<file path="config.mk">
export PLATFORM = sky130hd
export DESIGN_NAME = mem_wb_pipe_stage_flat
export DESIGN_NICKNAME = d
export VERILOG_FILES = /design/src/rtl/mem_wb_pipe_stage_pkg.sv /design/src/rtl/mem_wb_pipe_stage_if.sv /design/src/rtl/mem_wb_pipe_stage_pipe_slot.sv /design/src/rtl/mem_wb_pipe_stage.sv /design/src/flat_wrapper.sv
export SDC_FILE = /design/constraint.sdc
export NUM_CORES = 1
export LEC_CHECK = 0
export ABC_CLOCK_PERIOD_IN_PS = 6440
export CAP_MARGIN = 20
export CORE_UTILIZATION = 40
export CTS_CLUSTER_SIZE = 25
export DETAILED_ROUTE_END_ITERATION = 8
export GPL_TIMING_DRIVEN = 0
export PLACE_DENSITY = 0.69
export SLEW_MARGIN = 20
export SYNTH_ARGS = -nofsm -noshare
export SYNTH_HDL_FRONTEND = slang
export SYNTH_SLANG_ARGS = --single-unit
</file>
<file path="constraint.sdc">
create_clock -name clk -period 6.44 [get_ports clk]
set_input_delay 1.61 -clock clk [delete_from_list [all_inputs] [get_ports clk]]
set_output_delay 1.61 -clock clk [all_outputs]
set_load 0.02 [all_outputs]
</file>
<file path="src/rtl/mem_wb_pipe_stage_pkg.sv">
// Shared MEM/WB pipeline definitions: occupancy states and default widths.
package mem_wb_pipe_stage_pkg;

    localparam int unsigned DEF_DATA_W = 32;
    localparam int unsigned DEF_RD_W   = 5;
    localparam int unsigned DEF_CNT_W  = 32;

    typedef enum logic [1:0] {
        EMPTY = 2'd0,
        ONE   = 2'd1,
        TWO   = 2'd2
    } occ_e;

endpackage

</file>
<file path="src/rtl/mem_wb_pipe_stage_if.sv">
// Valid/ready pipeline link carrying one MEM/WB entry; master drives the entry.
interface mem_wb_pipe_stage_if
    import mem_wb_pipe_stage_pkg::*;
#(
    parameter int unsigned DATA_W = DEF_DATA_W,
    parameter int unsigned RD_W   = DEF_RD_W
) ();

    logic              valid;
    logic              ready;
    logic              regwrite;
    logic              memtoreg;
    logic [DATA_W-1:0] read_data;
    logic [DATA_W-1:0] alu;
    logic [RD_W-1:0]   rd;

    modport master (
        output valid, regwrite, memtoreg, read_data, alu, rd,
        input  ready
    );

    modport slave (
        input  valid, regwrite, memtoreg, read_data, alu, rd,
        output ready
    );

endinterface

</file>
<file path="src/rtl/mem_wb_pipe_stage_pipe_slot.sv">
// One pipeline entry register; clear drops only the control bits, data holds.
module pipe_slot
    import mem_wb_pipe_stage_pkg::*;
#(
    parameter int unsigned DATA_W = DEF_DATA_W,
    parameter int unsigned RD_W   = DEF_RD_W
) (
    input  logic              clk,
    input  logic              rst,
    input  logic              load,
    input  logic              clear,
    input  logic              d_regwrite,
    input  logic              d_memtoreg,
    input  logic [DATA_W-1:0] d_read_data,
    input  logic [DATA_W-1:0] d_alu,
    input  logic [RD_W-1:0]   d_rd,
    output logic              q_regwrite,
    output logic              q_memtoreg,
    output logic [DATA_W-1:0] q_read_data,
    output logic [DATA_W-1:0] q_alu,
    output logic [RD_W-1:0]   q_rd
);

    always_ff @(posedge clk or posedge rst) begin
        if (rst) begin
            q_regwrite  <= 1'b0;
            q_memtoreg  <= 1'b0;
            q_read_data <= '0;
            q_alu       <= '0;
            q_rd        <= '0;
        end else if (clear) begin
            q_regwrite  <= 1'b0;
            q_memtoreg  <= 1'b0;
        end else if (load) begin
            q_regwrite  <= d_regwrite;
            q_memtoreg  <= d_memtoreg;
            q_read_data <= d_read_data;
            q_alu       <= d_alu;
            q_rd        <= d_rd;
        end
    end

endmodule

</file>
<file path="src/rtl/mem_wb_pipe_stage.sv">
// MEM/WB pipeline register with optional two-entry skid buffer, WB data select,
// forwarding enable and a retired-entry counter.
module mem_wb_pipe_stage
    import mem_wb_pipe_stage_pkg::*;
#(
    parameter int unsigned DATA_W  = DEF_DATA_W,
    parameter int unsigned RD_W    = DEF_RD_W,
    parameter bit          SKID_EN = 1'b1,
    parameter int unsigned CNT_W   = DEF_CNT_W
) (
    input  logic                       clk,
    input  logic                       rst,
    mem_wb_pipe_stage_if.slave         in_if,
    mem_wb_pipe_stage_if.master        out_if,
    input  logic                       flush,
    output logic [DATA_W-1:0]          wb_data,
    output logic                       fwd_en,
    output logic [CNT_W-1:0]           retire_cnt
);

    occ_e state, state_nxt;
    logic in_ready_q, out_valid_q, in_ready, in_fire, out_fire;
    logic head_load, head_clr, head_from_skid, skid_load, skid_clr, retire;

    logic              h_regwrite, h_memtoreg, s_regwrite, s_memtoreg;
    logic              hd_regwrite, hd_memtoreg;
    logic [DATA_W-1:0] h_read_data, h_alu, s_read_data, s_alu, hd_read_data, hd_alu;
    logic [RD_W-1:0]   h_rd, s_rd, hd_rd;

    // Skid mode breaks the ready path with a register; bypass mode passes it through.
    assign in_ready    = SKID_EN ? in_ready_q : (out_if.ready | ~out_valid_q);
    assign in_if.ready = in_ready;
    assign in_fire     = in_if.valid & in_ready;
    assign out_fire    = out_valid_q & out_if.ready;

    always_comb begin
        state_nxt      = state;
        head_load      = 1'b0;
        head_clr       = 1'b0;
        head_from_skid = 1'b0;
        skid_load      = 1'b0;
        skid_clr       = 1'b0;
        retire         = 1'b0;
        if (flush) begin
            state_nxt = EMPTY;
            head_clr  = 1'b1;
            skid_clr  = 1'b1;
        end else begin
            case (state)
                EMPTY: if (in_fire) begin
                    head_load = 1'b1;
                    state_nxt = ONE;
                end
                ONE: begin
                    if (in_fire && out_fire) begin
                        head_load = 1'b1;
                        retire    = 1'b1;
                    end else if (in_fire && SKID_EN) begin
                        skid_load = 1'b1;
                        state_nxt = TWO;
                    end else if (out_fire) begin
                        head_clr  = 1'b1;
                        retire    = 1'b1;
                        state_nxt = EMPTY;
                    end
                end
                TWO: if (out_fire) begin
                    head_load      = 1'b1;
                    head_from_skid = 1'b1;
                    skid_clr       = 1'b1;
                    retire         = 1'b1;
                    state_nxt      = ONE;
                end
                default: state_nxt = EMPTY;
            endcase
        end
    end

    always_ff @(posedge clk or posedge rst) begin
        if (rst) begin
            state       <= EMPTY;
            in_ready_q  <= 1'b1;
            out_valid_q <= 1'b0;
            retire_cnt  <= '0;
        end else begin
            state       <= state_nxt;
            in_ready_q  <= (state_nxt != TWO);
            out_valid_q <= (state_nxt != EMPTY);
            if (retire) retire_cnt <= retire_cnt + CNT_W'(1);
        end
    end

    assign hd_regwrite  = head_from_skid ? s_regwrite  : in_if.regwrite;
    assign hd_memtoreg  = head_from_skid ? s_memtoreg  : in_if.memtoreg;
    assign hd_read_data = head_from_skid ? s_read_data : in_if.read_data;
    assign hd_alu       = head_from_skid ? s_alu       : in_if.alu;
    assign hd_rd        = head_from_skid ? s_rd        : in_if.rd;

    pipe_slot #(.DATA_W(DATA_W), .RD_W(RD_W)) head (
        .clk(clk), .rst(rst), .load(head_load), .clear(head_clr),
        .d_regwrite(hd_regwrite), .d_memtoreg(hd_memtoreg),
        .d_read_data(hd_read_data), .d_alu(hd_alu), .d_rd(hd_rd),
        .q_regwrite(h_regwrite), .q_memtoreg(h_memtoreg),
        .q_read_data(h_read_data), .q_alu(h_alu), .q_rd(h_rd)
    );

    pipe_slot #(.DATA_W(DATA_W), .RD_W(RD_W)) skid (
        .clk(clk), .rst(rst), .load(skid_load), .clear(skid_clr),
        .d_regwrite(in_if.regwrite), .d_memtoreg(in_if.memtoreg),
        .d_read_data(in_if.read_data), .d_alu(in_if.alu), .d_rd(in_if.rd),
        .q_regwrite(s_regwrite), .q_memtoreg(s_memtoreg),
        .q_read_data(s_read_data), .q_alu(s_alu), .q_rd(s_rd)
    );

    assign out_if.valid     = out_valid_q;
    assign out_if.regwrite  = h_regwrite;
    assign out_if.memtoreg  = h_memtoreg;
    assign out_if.read_data = h_read_data;
    assign out_if.alu       = h_alu;
    assign out_if.rd        = h_rd;

    assign wb_data = h_memtoreg ? h_read_data : h_alu;
    assign fwd_en  = out_valid_q & h_regwrite & (h_rd != '0);

endmodule
</file>
<file path="src/flat_wrapper.sv">
// flat-port wrapper written by rule: the top's interface ports become plain ports
module mem_wb_pipe_stage_flat import mem_wb_pipe_stage_pkg::*;
#(
    parameter int unsigned DATA_W  = DEF_DATA_W,
    parameter int unsigned RD_W    = DEF_RD_W,
    parameter bit          SKID_EN = 1'b1,
    parameter int unsigned CNT_W   = DEF_CNT_W
)
  (clk, rst, flush, wb_data, fwd_en, retire_cnt, in_if_valid, in_if_regwrite, in_if_memtoreg, in_if_read_data, in_if_alu, in_if_rd, in_if_ready, out_if_valid, out_if_regwrite, out_if_memtoreg, out_if_read_data, out_if_alu, out_if_rd, out_if_ready);
  mem_wb_pipe_stage_if #(.DATA_W(DATA_W), .RD_W(RD_W)) in_if_i ();
  mem_wb_pipe_stage_if #(.DATA_W(DATA_W), .RD_W(RD_W)) out_if_i ();
  input  logic clk;
  input  logic rst;
  input  logic flush;
  output logic [DATA_W-1:0] wb_data;
  output logic fwd_en;
  output logic [CNT_W-1:0] retire_cnt;
  input wire logic [$bits(in_if_i.valid)-1:0] in_if_valid;
  input wire logic [$bits(in_if_i.regwrite)-1:0] in_if_regwrite;
  input wire logic [$bits(in_if_i.memtoreg)-1:0] in_if_memtoreg;
  input wire logic [$bits(in_if_i.read_data)-1:0] in_if_read_data;
  input wire logic [$bits(in_if_i.alu)-1:0] in_if_alu;
  input wire logic [$bits(in_if_i.rd)-1:0] in_if_rd;
  output wire logic [$bits(in_if_i.ready)-1:0] in_if_ready;
  output wire logic [$bits(out_if_i.valid)-1:0] out_if_valid;
  output wire logic [$bits(out_if_i.regwrite)-1:0] out_if_regwrite;
  output wire logic [$bits(out_if_i.memtoreg)-1:0] out_if_memtoreg;
  output wire logic [$bits(out_if_i.read_data)-1:0] out_if_read_data;
  output wire logic [$bits(out_if_i.alu)-1:0] out_if_alu;
  output wire logic [$bits(out_if_i.rd)-1:0] out_if_rd;
  input wire logic [$bits(out_if_i.ready)-1:0] out_if_ready;
  assign in_if_i.valid = in_if_valid;
  assign in_if_i.regwrite = in_if_regwrite;
  assign in_if_i.memtoreg = in_if_memtoreg;
  assign in_if_i.read_data = in_if_read_data;
  assign in_if_i.alu = in_if_alu;
  assign in_if_i.rd = in_if_rd;
  assign in_if_ready = in_if_i.ready;
  assign out_if_valid = out_if_i.valid;
  assign out_if_regwrite = out_if_i.regwrite;
  assign out_if_memtoreg = out_if_i.memtoreg;
  assign out_if_read_data = out_if_i.read_data;
  assign out_if_alu = out_if_i.alu;
  assign out_if_rd = out_if_i.rd;
  assign out_if_i.ready = out_if_ready;
  mem_wb_pipe_stage #(.DATA_W(DATA_W), .RD_W(RD_W), .SKID_EN(SKID_EN), .CNT_W(CNT_W)) u_core (.clk(clk), .rst(rst), .in_if(in_if_i), .out_if(out_if_i), .flush(flush), .wb_data(wb_data), .fwd_en(fwd_en), .retire_cnt(retire_cnt));
endmodule
</file>
# Word level (Yosys, flattened, before mapping)
# Cells that the tools add are included.
[op_classes]
addsub = 1
n_eq_ne = 3
n_mux = 39
bitwise = 6
reduce_logical = 8
[ops]
columns = ["cell", "count"]
rows = [
  ["2-to-1 mux 32 bit", 3],
  ["adder 32 x 1 -> 32 bit (second input constant)", 1],
  ["2-to-1 mux 1 bit", 26],
  ["2-to-1 mux 2 bit", 6],
  ["case mux 2 bit (3 select lines)", 1],
  ["nonzero test 2 bit", 3],
  ["2-to-1 mux 5 bit", 1],
  ["nonzero test 5 bit", 1],
  ["bitwise AND 1 bit", 4],
  ["AND reduction 2 bit", 2],
  ["case mux 1 bit (3 select lines)", 1],
  ["equality test 2 x 1 -> 1 bit (second input constant)", 1],
  ["equality test 2 bit (second input constant)", 1],
  ["logical NOT 2 bit", 1],
  ["!= test 2 bit (second input constant)", 1],
  ["NOT 1 bit", 2],
  ["case mux 1 bit (2 select lines)", 1],
  ["logical AND 1 bit", 1],
]
[totals]
ff_bits = 178
out_inout_bits = 138

# Depth between registers and ports, before layout
[depth]
word_depth = 8
depth_mapped = 8

# By module
# Synthesis repeated with hierarchy kept, for this count alone.
[hier_totals]
cells_unflattened = 584
area_unflattened_um2 = 8434.3
[by_module_without_submodules]
columns = ["mod", "n_inst", "cells_each", "area_per_inst_um2", "seq_area_each_um2"]
rows = [
  ["pipe_slot", 2, 154, 2716.4, 1776.7],
  ["mem_wb_pipe_stage", 1, 276, 3001.6, 902.1],
]

# Least setup slack after synthesis
# Ideal clock, no wire load.
[synth_timing]
path_kind = "input -> register"
startpoint = "input port in_if_valid"
endpoint = "register u_core.skid.q_alu[0]"
arrival_time_ns = 2.927
t_required_ns = 6.315
path_slack_ns = 3.388
path_stages = 6
n_path_buf = 2
cell_sequence = "and2_1 > nand3_1 > nor2_1 > buf_4 > buf_4 > mux2_2"
[synth_via]
elab_chain_len = 6
word_cells_on_any_way = 7
classes_between = "mux: 4; bitwise: 1; reduce/logical: 2"
[synth_lines]
columns = ["element", "line_no", "rtl"]
rows = [
  ["start: declaration", "flat_wrapper.sv:18", "input wire logic [$bits(in_if_i.valid)-1:0] in_if_valid;"],
  ["bitwise AND 1 bit *", "mem_wb_pipe_stage.sv:33", "assign in_fire = in_if.valid & in_ready;"],
  ["2-to-1 mux 1 bit / logical AND 1 bit (equally long branches)", "mem_wb_pipe_stage.sv:58, mem_wb_pipe_stage.sv:55", ""],
  ["2-to-1 mux 1 bit *", "mem_wb_pipe_stage.sv:55", "if (in_fire && out_fire) begin"],
  ["2-to-1 mux 1 bit *", "mem_wb_pipe_stage.sv:49", "case (state)"],
  ["2-to-1 mux 1 bit *", "mem_wb_pipe_stage.sv:44", "if (flush) begin"],
  ["AND reduction 2 bit (no line) *", "n/a", ""],
  ["end signal: assignment", "mem_wb_pipe_stage_pipe_slot.sv:38", "q_alu <= d_alu;"],
  ["end: declaration", "mem_wb_pipe_stage_pipe_slot.sv:20", "output logic [DATA_W-1:0] q_alu,"],
]
# Mark *: on every way between the ends. The rest lies on a longest branch, timed or not.
# A chain may end at the register's enable or synchronous reset.

# Final worst setup path
[layout_timing]
startpoint = "register u_core.head.q_memtoreg"
endpoint = "output port wb_data[24]"
[layout_via]
elab_chain_len = 1
[layout_lines]
columns = ["element", "line_no", "rtl"]
rows = [
  ["start: declaration", "mem_wb_pipe_stage_pipe_slot.sv:18", "output logic q_memtoreg,"],
  ["start signal: assignment", "mem_wb_pipe_stage_pipe_slot.sv:36", "q_memtoreg <= d_memtoreg;"],
  ["2-to-1 mux 32 bit", "mem_wb_pipe_stage.sv:122", "assign wb_data = h_memtoreg ? h_read_data : h_alu;"],
  ["end: declaration", "flat_wrapper.sv:15", "output logic [DATA_W-1:0] wb_data;"],
]
# Every way passes these cells.

==> flow_summary.json <==
{
  "status": "complete, no violations",
  "cts_buffer_depth": 2,
  "syn_inst": 602,
  "worst_pin_slew_ns": 0.731,
  "cts_tree": "built",
  "die_y_um": 147,
  "peakVddDrop_mv": 0.194,
  "whs_path_depth": 1,
  "arrival_ns": 2.84,
  "vias": 5683,
  "start_util_pct": 41.2,
  "post_cts_resized": 0,
  "cp_common_cell": "clkbuf_1",
  "clkTransAtPathRegs_ns": 0.07,
  "grt_pass1_wl_mm": 33.0,
  "rows": 52,
  "drive_above_1_share_pct": 28.1,
  "period_needed_ns": 4.45,
  "core_mm2": 0.0204,
  "clk-insertion-delay-late_ns": 0.42,
  "endpoint_kind": "output pin",
  "drc_errors": 0,
  "grt_pass1_vias": 6153,
  "cts_max_level": 4,
  "synth_area_mm2": 0.00839,
  "syn2layout_area_growth_pct": 37.1,
  "rrSetupSlack_ns": 3.91,
  "root_buffer": "clkbuf_16",
  "antenna_found_initial": 0,
  "gr-total-overflow": 0,
  "p_leak_nw": 4.79,
  "dieArea_mm2": 0.0216,
  "dr.pass1.iters": 4,
  "synth_edf_count": 0,
  "post_cts_buffers": 0,
  "fillCellCount": 1678,
  "fp.dieW_um": 147,
  "seq_area_frac_synth_pct": 53.1,
  "diodes": 0,
  "avgSynthCellArea_um2": 13.9,
  "critPathMaxStageDelay_ns": 0.62,
  "layout_worst_path_cycle_share_pct": 69.1,
  "io_pins": 214,
  "syn_nets": 683,
  "synthFlopType": "dfrtp_1",
  "hold_buffers": 0,
  "cp_cell_sequence": "clkbuf_1 > clkbuf_1 > mux2_2 > clkdlybuf4s50_1",
  "port_buffers": 213,
  "rsz0062_at_grt": "no",
  "maxCapViolations": 0,
  "yosysWarnings": 0,
  "finalHoldViolations": 0,
  "path_class": "flop to output pin",
  "antenna_left": 0,
  "nets": 916,
  "cp.required_ns": 4.83,
  "slew_headroom_pct": 51.3,
  "routed_via_density": 5.08,
  "synthArstFlopShare_pct": 100,
  "dp.cells": 1086,
  "post-route-util_pct": 56.5,
  "p_per_area_mw_per_mm2": 376,
  "gp_congestion": 0.859,
  "grt_max_degree": 97,
  "numClockSinks": 178,
  "crit_path_max_fanout": 10,
  "skew_ns": 0.0123,
  "cp-start-kind": "flop",
  "drt_wl_total_mm": 20.2,
  "worst_path_max_delay_cell": "clkbuf_1",
  "drv_slew": 0,
  "final_cells": 1118,
  "synth_cell_type_count": 43,
  "hpwl_mm": 14.9,
  "reg2reg_depth": 8,
  "first_iter_violations": 174,
  "hold_path_class": "flop to flop",
  "yosys_register_bits": 178,
  "max_freq_mhz": 225,
  "fin_hold_ws_ns": 0.472,
  "setup_viol": 0,
  "cts_buffers": 17,
  "grt_usage_pct": 19.7,
  "routedWlPerCell_um": 18.1
}
-- cells in the final DEF, fill, tap and decap left out, drive strengths merged, types with 4 or more instances in the layout --
master | Yosys | routed
clkdlybuf4s50 | 0 | 213
mux2 | 241 | 241
xnor2 | 9 | 9
buf | 23 | 24
inv | 5 | 10
ha | 5 | 5
nand3 | 20 | 20
nand4 | 4 | 4
and3 | 4 | 4
xor2 | 23 | 23
nor3 | 10 | 10
dfrtp | 177 | 177
clkbuf | 8 | 27
nor2 | 6 | 6
nor4 | 13 | 13
nand2 | 17 | 17
-- power breakdown --
part	total (W)	switching (W)	internal, W
registers	0.00175	0.000247	0.00150
clock network	0.00107	0.000450	0.000619
logic	0.00150	0.000656	0.000849
-- cell usage after synthesis (5+ instances only) --
cell	count	share of area, %
mux2_2	170	23
nor3_1	10	0.60
nand3_1	18	1.1
mux2_1	71	9.5
nor4_1	6	0.45
ha_1	5	0.75
nand2_1	17	0.76
clkbuf_1	8	0.36
xnor2_1	9	0.94
dfrtp_1	177	53
inv_1	5	0.22
nor4_2	7	1.0
nor2_1	6	0.27
xor2_1	23	2.4
buf_2	20	1.2
-- per-stage QoR --
| stage | setup TNS, ns | instance area [µm²] | power (W) | setup slack (ns) |
|---|---|---|---|---|
| floorplan | 0 | 8390 | 0.00255 | 0.00140 |
| global placement | -389.04 | 10900 | 0.00323 | -2.21 |
| detailed placement | 0 | 10900 | 0.00329 | 2.37 |
| CTS | 0 | 11500 | 0.00437 | 1.91 |
| global route | 0 | 11500 | 0.00454 | 1.80 |
| finish | 0 | 11500 | 0.00432 | 1.99 |
-- cell families after synthesis --
family	share of synthesized area, %
simple gates	6.73
fa+ha+maj	0.746
flops	53.1
xor+xnor	3.34
buf+inv	2.09
compound gates	1.39
mux	32.6
-- layout make-up --
type	count	area [µm²]	area share [%]
Buffer	31	156	1.36
Clock buffer	19	433	3.76
Clock inverter	13	174	1.51
Inverter	5	26.3	0.228
Multi-Input combinational cell	388	3760	32.7
Sequential cell	178	4460	38.7
Tap cell	270	338	2.94
Timing Repair Buffer	214	2160	18.8
-- critical path, delay by kind of cell (launching register included) --
family / cells / cell delay, ns
buf+inv: 3 / 1.64
mux: 1 / 0.41
flops: 1 / 0.35
-- flip-flops by register name, summed over array words and instances (netlist names), 2 cells and up --
register	flops
u_core.skid.q_alu	32
u_core.head.q_rd	5
u_core.head.q_alu	32
u_core.retire_cnt	32
u_core.skid.q_read_data	32
u_core.state	2
u_core.skid.q_rd	5
u_core.head.q_read_data	32
-- path summary, 6_finish.rpt --
path,from,end
setup / recovery,u_core.head.q_memtoreg,wb_data[24]
hold / removal,u_core.retire_cnt[31],u_core.retire_cnt[31]
setup reg to reg,u_core.state[0],u_core.head.q_alu[27]
hold reg to reg,u_core.retire_cnt[31],u_core.retire_cnt[31]
max in group asynchronous,rst,u_core.skid.q_alu[16]
min in group asynchronous,rst,u_core.retire_cnt[8]
-- routing by layer --
layer	up-vias	part of all wire, %	track usage (%)
met2	155	49	33.2
met4	0	1.3	5.52
li1	2640	-	-
met5	-	0	0
met1	2868	44	25.1
met3	20	5.3	4.72
Power figures use the tool's default switching activity.
